### src/rtl/stopwatch_pkg.sv
// Shared types and helpers for the stopwatch/timer digit chain.
package stopwatch_pkg;

   typedef logic [3:0] digit_t;

   // Radix nibbles, digit 0 in the LSBs: 10, 10, 6, 10 (seconds/tens/minutes style).
   localparam logic [31:0] DEFAULT_RADIX = 32'h0000_A6AA;

   // Extract the 4-bit radix of digit i from the packed radix word.
   function automatic digit_t radix_of(input logic [31:0] radix, input int i);
      return radix[i*4 +: 4];
   endfunction

endpackage

### src/rtl/bcd_digit_cell.sv
// One BCD digit with programmable radix; steps up or down and exports carry/borrow.
module bcd_digit_cell
   import stopwatch_pkg::*;
#(
   parameter int RADIX = 10
) (
   input  logic       clk,
   input  logic       reset,
   input  logic       step_en,
   input  logic       dir,
   input  logic       load,
   input  logic [3:0] load_d,
   input  logic       clr,
   output logic [3:0] q,
   output logic       co
);

   localparam digit_t MAX = digit_t'(RADIX - 1);

   logic [3:0] q_d;
   logic [3:0] q_q;

   // Next digit value: clear beats load beats step; out-of-range loads clamp to the top value.
   always_comb begin
      q_d = q_q;
      if (clr) begin
         q_d = 4'd0;
      end else if (load) begin
         q_d = (load_d > MAX) ? MAX : load_d;
      end else if (step_en) begin
         if (dir) begin
            q_d = (q_q == 4'd0) ? MAX : (q_q - 4'd1);
         end else begin
            q_d = (q_q == MAX) ? 4'd0 : (q_q + 4'd1);
         end
      end else begin
         q_d = q_q;
      end
   end

   // Digit register.
   always_ff @(posedge clk or posedge reset) begin
      if (reset) begin
         q_q <= 4'd0;
      end else begin
         q_q <= q_d;
      end
   end

   // Carry (up) or borrow (down) ripples combinationally into the next digit.
   assign co = step_en & (dir ? (q_q == 4'd0) : (q_q == MAX));
   assign q  = q_q;

endmodule

### src/rtl/stopwatch_timer.sv
// Prescaled mixed-radix BCD up/down counter with load, done flag and lap hold.
module stopwatch_timer
   import stopwatch_pkg::*;
#(
   parameter int          TICK_DIV   = 10_000_000,
   parameter int          NUM_DIGITS = 4,
   parameter logic [31:0] RADIX      = DEFAULT_RADIX,
   parameter int          WRAP       = 1
) (
   input  logic                    clk,
   input  logic                    reset,
   input  logic                    run,
   input  logic                    clear,
   input  logic                    load,
   input  logic [4*NUM_DIGITS-1:0] load_val,
   input  logic                    dir,
   input  logic                    lap,
   output logic [4*NUM_DIGITS-1:0] digits,
   output logic [4*NUM_DIGITS-1:0] disp,
   output logic                    lap_active,
   output logic                    tick,
   output logic                    done
);

   localparam int          W         = 4 * NUM_DIGITS;
   localparam int          PW        = $clog2(TICK_DIV);
   localparam logic [PW-1:0] PRESC_MAX = PW'(TICK_DIV - 1);
   localparam logic        SATURATE  = (WRAP == 0);

   logic [PW-1:0] presc_d, presc_q;
   logic          done_d, done_q;
   logic [W-1:0]  lap_d, lap_q;
   logic          lap_active_d, lap_active_q;
   logic [W-1:0]  digits_s;
   logic          tick_s, all_max_s, all_zero_s, one_s, hold_s, step0_s;

   assign tick_s     = run & (presc_q == PRESC_MAX) & ~clear & ~load & ~reset;
   assign all_zero_s = (digits_s == {W{1'b0}});
   assign one_s      = (digits_s == W'(1));
   // No step at all when saturated at max (up) or already at zero (down).
   assign hold_s     = dir ? all_zero_s : (all_max_s & SATURATE);
   assign step0_s    = tick_s & ~hold_s;

   // Detect every digit sitting at its radix-1.
   always_comb begin
      all_max_s = 1'b1;
      for (int i = 0; i < NUM_DIGITS; i++) begin
         if (digits_s[i*4 +: 4] != (radix_of(RADIX, i) - 4'd1)) begin
            all_max_s = 1'b0;
         end else begin
            all_max_s = all_max_s;
         end
      end
   end

   // Digit chain: digit 0 steps on tick, each later digit steps on its neighbour's carry/borrow.
   for (genvar gi = 0; gi < NUM_DIGITS; gi++) begin : g_dig
      logic step_s;
      logic co_s;
      if (gi == 0) begin : g_first
         assign step_s = step0_s;
      end else begin : g_next
         assign step_s = g_dig[gi-1].co_s;
      end
      bcd_digit_cell #(
         .RADIX (int'(radix_of(RADIX, gi)))
      ) u_cell (
         .clk     (clk),
         .reset   (reset),
         .step_en (step_s),
         .dir     (dir),
         .load    (load),
         .load_d  (load_val[gi*4 +: 4]),
         .clr     (clear),
         .q       (digits_s[gi*4 +: 4]),
         .co      (co_s)
      );
   end

   // Prescaler: restarts on clear/load, wraps at TICK_DIV-1, freezes while stopped.
   always_comb begin
      presc_d = presc_q;
      if (clear || load) begin
         presc_d = {PW{1'b0}};
      end else if (run) begin
         presc_d = (presc_q == PRESC_MAX) ? {PW{1'b0}} : (presc_q + PW'(1));
      end else begin
         presc_d = presc_q;
      end
   end

   // Sticky done: set by reaching zero counting down or by a saturated up step.
   always_comb begin
      done_d = done_q;
      if (clear || load) begin
         done_d = 1'b0;
      end else if (tick_s) begin
         if (dir && (all_zero_s || one_s)) begin
            done_d = 1'b1;
         end else if (!dir && all_max_s && SATURATE) begin
            done_d = 1'b1;
         end else begin
            done_d = done_q;
         end
      end else begin
         done_d = done_q;
      end
   end

   // Lap hold toggles on each pulse, capturing the pre-update count when engaging.
   always_comb begin
      lap_d        = lap_q;
      lap_active_d = lap_active_q;
      if (clear) begin
         lap_active_d = 1'b0;
      end else if (lap) begin
         if (lap_active_q) begin
            lap_active_d = 1'b0;
         end else begin
            lap_active_d = 1'b1;
            lap_d        = digits_s;
         end
      end else begin
         lap_active_d = lap_active_q;
      end
   end

   // Control state registers.
   always_ff @(posedge clk or posedge reset) begin
      if (reset) begin
         presc_q      <= {PW{1'b0}};
         done_q       <= 1'b0;
         lap_q        <= {W{1'b0}};
         lap_active_q <= 1'b0;
      end else begin
         presc_q      <= presc_d;
         done_q       <= done_d;
         lap_q        <= lap_d;
         lap_active_q <= lap_active_d;
      end
   end

   assign digits     = digits_s;
   assign disp       = lap_active_q ? lap_q : digits_s;
   assign lap_active = lap_active_q;
   assign tick       = tick_s;
   assign done       = done_q;

endmodule

### config.mk
export PLATFORM = sky130hd
export DESIGN_NAME = stopwatch_timer
export DESIGN_NICKNAME = d
export VERILOG_FILES = /design/src/rtl/stopwatch_pkg.sv /design/src/rtl/bcd_digit_cell.sv /design/src/rtl/stopwatch_timer.sv
export SDC_FILE = /design/constraint.sdc
export NUM_CORES = 1
export LEC_CHECK = 0
export CORE_MARGIN = 10
export CORE_UTILIZATION = 40
export CTS_BUF_LIST = sky130_fd_sc_hd__clkbuf_8
export DETAILED_ROUTE_END_ITERATION = 10
export PLACE_DENSITY = 0.64
export SLEW_MARGIN = 20
export SYNTH_ARGS = -nofsm -noshare
export SYNTH_HDL_FRONTEND = slang
export SYNTH_SLANG_ARGS = --single-unit
### constraint.sdc
create_clock -name clk -period 2.8 [get_ports clk]
set_input_delay 0.42 -clock clk [delete_from_list [all_inputs] [get_ports clk]]
set_output_delay 0.42 -clock clk [all_outputs]
set_load 0.02 [all_outputs]
Word-level counts from Yosys, hierarchy flattened
Cells that the tools add are included.
Word-level totals
  bits in registers: 58
  output and inout bits: 35
  logic and storage cells: 99
Cells by class
  add/sub/neg operators: 9
  magnitude comparators: 4
  eq/ne operators: 6
  muxes and demuxes: 42
  bitwise gates (word level): 12
  reductions and logical operators: 18
Operator list (number)
  4-bit 2-to-1 mux: 28
  24-bit 2-to-1 mux: 3
  24-bit by 1-bit adder with 24-bit output (second input constant): 1
  24-bit == test (second input constant): 1
  4-bit by 1-bit adder with 4-bit output (second input constant): 4
  16-bit by 1-bit == test with 1-bit output (second input constant): 1
  16-bit logical NOT: 1
  4-bit logical NOT: 4
  16-bit 2-to-1 mux: 1
  4-bit by 1-bit subtractor with 4-bit output (second input constant): 4
  4-bit == test (second input constant): 3
  4-bit greater-than comparator (second input constant): 3
  3-bit nonzero test: 4
  1-bit 2-to-1 mux: 10
  1-bit bitwise AND: 8
  2-bit nonzero test: 4
  4-bit by 3-bit == test with 1-bit output (second input constant): 1
  4-bit by 3-bit greater-than comparator with 1-bit output (second input constant): 1
  1-bit inverter: 4
  2-bit AND reduction: 2
  1-bit logical OR: 2
  1-bit logical AND: 1

Logic depth before layout (Yosys ltp)
  depth after elaboration: 12
  depth in mapped cells: 9
  depth with buffers taken out: 8

Modules after synthesis
Synthesis repeated with hierarchy kept, for this count alone.
Unflattened totals
  cells, all modules: 444
  area total of the unflattened synthesis: 4012.6 µm²
By module, submodules not included
  stopwatch_timer: instances 1, cells an instance 222, area each 2284.7 µm²
  bcd_digit_cell at g_dig[0].u_cell ...: instances 3, cells an instance 57, area each 440.4 µm²
  bcd_digit_cell at g_dig[2].u_cell: instances 1, cells an instance 51, area each 406.6 µm²

Least setup slack after synthesis
OpenSTA, ideal clock, no wires.
  path kind: register to register
  start: register g_dig[3].u_cell.q_q[0]
  end: register g_dig[3].u_cell.q_q[1]
  setup time: 0.128 ns
  arrival: 2.181 ns
  required time: 2.672 ns
  path slack: 0.491 ns
  stages on the path, launching flop included: 9
  buffers on the path: 0
  clock period less this slack: 2.309 ns
  cells stage by stage: dfrtp_1 -> inv_1 -> ha_1 -> inv_1 -> nor4_1 -> nand4_1 -> and2_2 -> a31oi_4 -> mux2_1
Between the ends
  word-level cells in the longest chain between the ends: 8
RTL lines
  start: declaration: line bcd_digit_cell.sv:21  | logic [3:0] q_q;
  start signal: assignment: line bcd_digit_cell.sv:46  | q_q <= q_d;
  16-bit logical NOT: line stopwatch_timer.sv:38  | assign all_zero_s = (digits_s == {W{1'b0}});
  1-bit 2-to-1 mux: line stopwatch_timer.sv:41  | assign hold_s = dir ? all_zero_s : (all_max_s & SATURATE);
  1-bit inverter: line stopwatch_timer.sv:42  | assign step0_s = tick_s & ~hold_s;
  1-bit bitwise AND: line stopwatch_timer.sv:42
  1-bit bitwise AND (3 in a row): line bcd_digit_cell.sv:51  | assign co = step_en & (dir ? (q_q == 4'd0) : (q_q == MAX));
  3-bit nonzero test (no line)
Parallel ways exist; a longest one is shown, timed or not. The select of a mux whose other input is x is not followed.
A chain may end at the register's enable or synchronous reset.

Worst setup path after layout
  start: register presc_q[0]
  end: output port tick
Between the ends
  word-level cells in the longest chain between the ends: 5
RTL lines
  start: declaration: line stopwatch_timer.sv:30  | logic [PW-1:0] presc_d, presc_q;
  start signal: assignment: line stopwatch_timer.sv:131  | presc_q <= {PW{1'b0}};
  start signal: assignment: line stopwatch_timer.sv:136  | presc_q <= presc_d;
  24-bit == test: line stopwatch_timer.sv:37  | assign tick_s = run & (presc_q == PRESC_MAX) & ~clear & ~load & ~reset;
  1-bit bitwise AND (4 in a row): line stopwatch_timer.sv:37
  end: declaration: line stopwatch_timer.sv:21  | output logic tick,
No other way between the ends.

==> metrics.cfg <==
[cells_and_area]
drive_gt1_share_pct=17.0
final_area_um2=5010
multi_input_area_um2=2340
diodes=0
nets=546
register_area_um2=1450
instances_no_fill=652
fillers=939
area_growth_pct=25.2

[critical_path]
arrival_ps=2220
cp-end-kind=output pin
path_max_fanout=5
slowest_delay_ps=600
slowest_stage=clkdlybuf4s50_1
worst_setup_path_start_kind=flip-flop
worstSetupPathType=reg2out
cp.required_ps=2380
path_cells=ha_1 -> and3_1 -> nand4_2 -> or2_4 -> clkinv_2 -> clkdlybuf4s50_1

[timing]
setup_slack_ps=157
period_minus_slack_ps=2640
tns_ps=0
setup_viol=0
slew_viol_final=0
post-route-period-util_pct=94.4
rsz0062_at_grt=false
relSlewSlack_pct=49.0
finClkSkew_ps=12.4
worst_slew_pin_slew_ps=763
max_freq_mhz=378
timing.final.hold_violations=0

[clock_tree]
cts_made_buffers=9
cts.sinks=58
htreeDepth=3
clkTransAtPathRegs_ps=70
clock_latency_ps=350
clock_path_buffers=2
clock-root-buffer=clkbuf_8
cts_tree=built
cts_setup_buffers=0

[global_route]
grt_pass1_wl_um=17700
track_usage_pct=14.7
grt.overflow.total=0
grt_max_degree=38
grt_pass1_vias=3575
antenna_found_initial=0

[floorplan]
initial_core_util_pct=40.9
core_area_um2=9770
ios=58
rows=36
dieArea_um2=14400
die_y_um=120
dieWidth_um=120

[synth]
syn_inst=454
syn-num-nets=486
yosys-top-cells-area=dfrtp_1, mux2_2, o21ai_0
synth_common_cells=dfrtp_1, o21ai_0, nand2_1
synth.cell_area_um2=4000
synth-main-ff-cell=dfrtp_1
synth_cell_types=68
yosysTopAreaCell=dfrtp_1
synth_edf_count=0
synth.most_common_cell=dfrtp_1
ys_warn_count=0
synth-seq-cells=58
syn_avg_cell_area_um2=8.81
synth_top_area_share_pct=36.3
ys_async_sr_fraction_pct=100
synth_seq_area_share_pct=36.3

[placement]
placed_cell_area_um2=4770
dpl.hpwl_um=7520
placed_cells=636
place_ws_ps=140
portBuffers=57
gp_congestion=0.871

[pwr]
ir_drop_mv=0.237
leakagePower_nw=2.03
powerDensity_nw_per_um2=503

[route]
detail_route.first_pass.iterations=4
drc=0
wl_per_cell_um=16.1
ant_nets=0
vias=3590
wl_um=10500
drt_iter0_markers=181
avgViaCountPerCell=5.51

[min_path]
min_path_type=in2async

[status]
status=complete, no violations

[job]
cap_viol_max_count=0

[layer usage]
layer	vias to the layer above	wire length (um)	track usage [%]
li1	1770	-	-
met1	1730	4690	17.8
met2	78	5140	24.7
met3	12	526	3.19
met4	0	138	5.73
met5	-	0	0
[report_power, final]
group	internal [mW]	total, mW	switching (mW)
logic	0.301	0.610	0.308
clock network	0.573	0.933	0.360
registers	0.897	0.975	0.0778
[cell usage in the layout, fill, tap and decap left out, drive strengths merged, types with 4 or more instances in the layout]
cell,synthesis,layout
a211oi,6,6
a21o,4,4
a21oi,14,14
a31oi,19,19
and3,8,8
buf,13,22
clkbuf,17,12
clkdlybuf4s50,0,57
dfrtp,58,58
ha,9,9
inv,15,15
mux2,27,27
mux2i,5,5
nand2,50,50
nand2b,5,5
nand3,12,12
nand4,11,11
nor2,42,42
nor2b,8,8
nor3,10,10
nor3b,6,6
nor4,5,5
nor4b,5,5
o21ai,51,51
o31ai,5,5
xnor2,7,7
xor2,4,4
[stage by stage]
stage                     total power, mW  hold WS (ps)  utilization, %
after floorplan                      1.37           461               -
after global placement               1.59           484            48.8
after detailed placement             1.61           493            48.8
after CTS                            2.54           487            51.2
after global routing                 2.64           510            51.2
final                                2.52           477            51.2
[sequential cells by signal, summed over array words and instances (netlist names)]
signal          flops
lap_active          1
lap_q              16
presc_q            24
g_dig.u_cell.q     16
done                1
[worst paths after layout]
| check | startpoint | to | cells past startpoint | slack (ps) |
|---|---|---|---|---|
| hold / removal | reset | presc_q[17] | 2 | 480 |
| setup reg to reg | g_dig[0].u_cell.q[0] | g_dig[2].u_cell.q[3] | 7 | 430 |
| max in group asynchronous | reset | lap_active | 3 | 1730 |
| setup / recovery | presc_q[0] | tick | 6 | 160 |
| min in group clk | lap_q[4] | lap_q[4] | 1 | 510 |
| hold reg to reg | lap_q[4] | lap_q[4] | 1 | 510 |
[final cells by class]
| type | instances | area share, % |
|---|---|---|
| multi-input combinational | 350 | 46.8 |
| sequential | 58 | 29.0 |
| timing repair buffer | 79 | 14.9 |
| tap | 133 | 3.32 |
| clock buffer | 12 | 3.30 |
| clock inverter | 4 | 1.45 |
| inverter | 16 | 1.22 |
[logic make-up after synthesis]
| family | count (synthesis) | synth area share (%) |
|---|---|---|
| buffers and inverters | 46 | 5.19 |
| XOR/XNOR | 11 | 2.41 |
| multiplexers | 34 | 9.98 |
| flip-flops | 58 | 36.3 |
| AO/OA/AOI/OAI | 120 | 19.3 |
| adder cells (fa/ha/maj) | 9 | 2.82 |
| AND/OR/NAND/NOR | 176 | 24.0 |
[repair_timing]
| item | in CTS | in global routing |
|---|---|---|
| hold buffers | 0 | 0 |
| endpoints found under the hold margin | 0 | 0 |
| resized for setup | 0 | 1 |
| setup endpoints to repair | 0 | 1 |
[critical path, delay by kind of cell (launching register included)]
family	cells	cell delay, ps
flip-flops	1	400
AND/OR/NAND/NOR	3	620
buffers and inverters	2	660
adder cells (fa/ha/maj)	1	190
(Power assumes the default switching activity.)
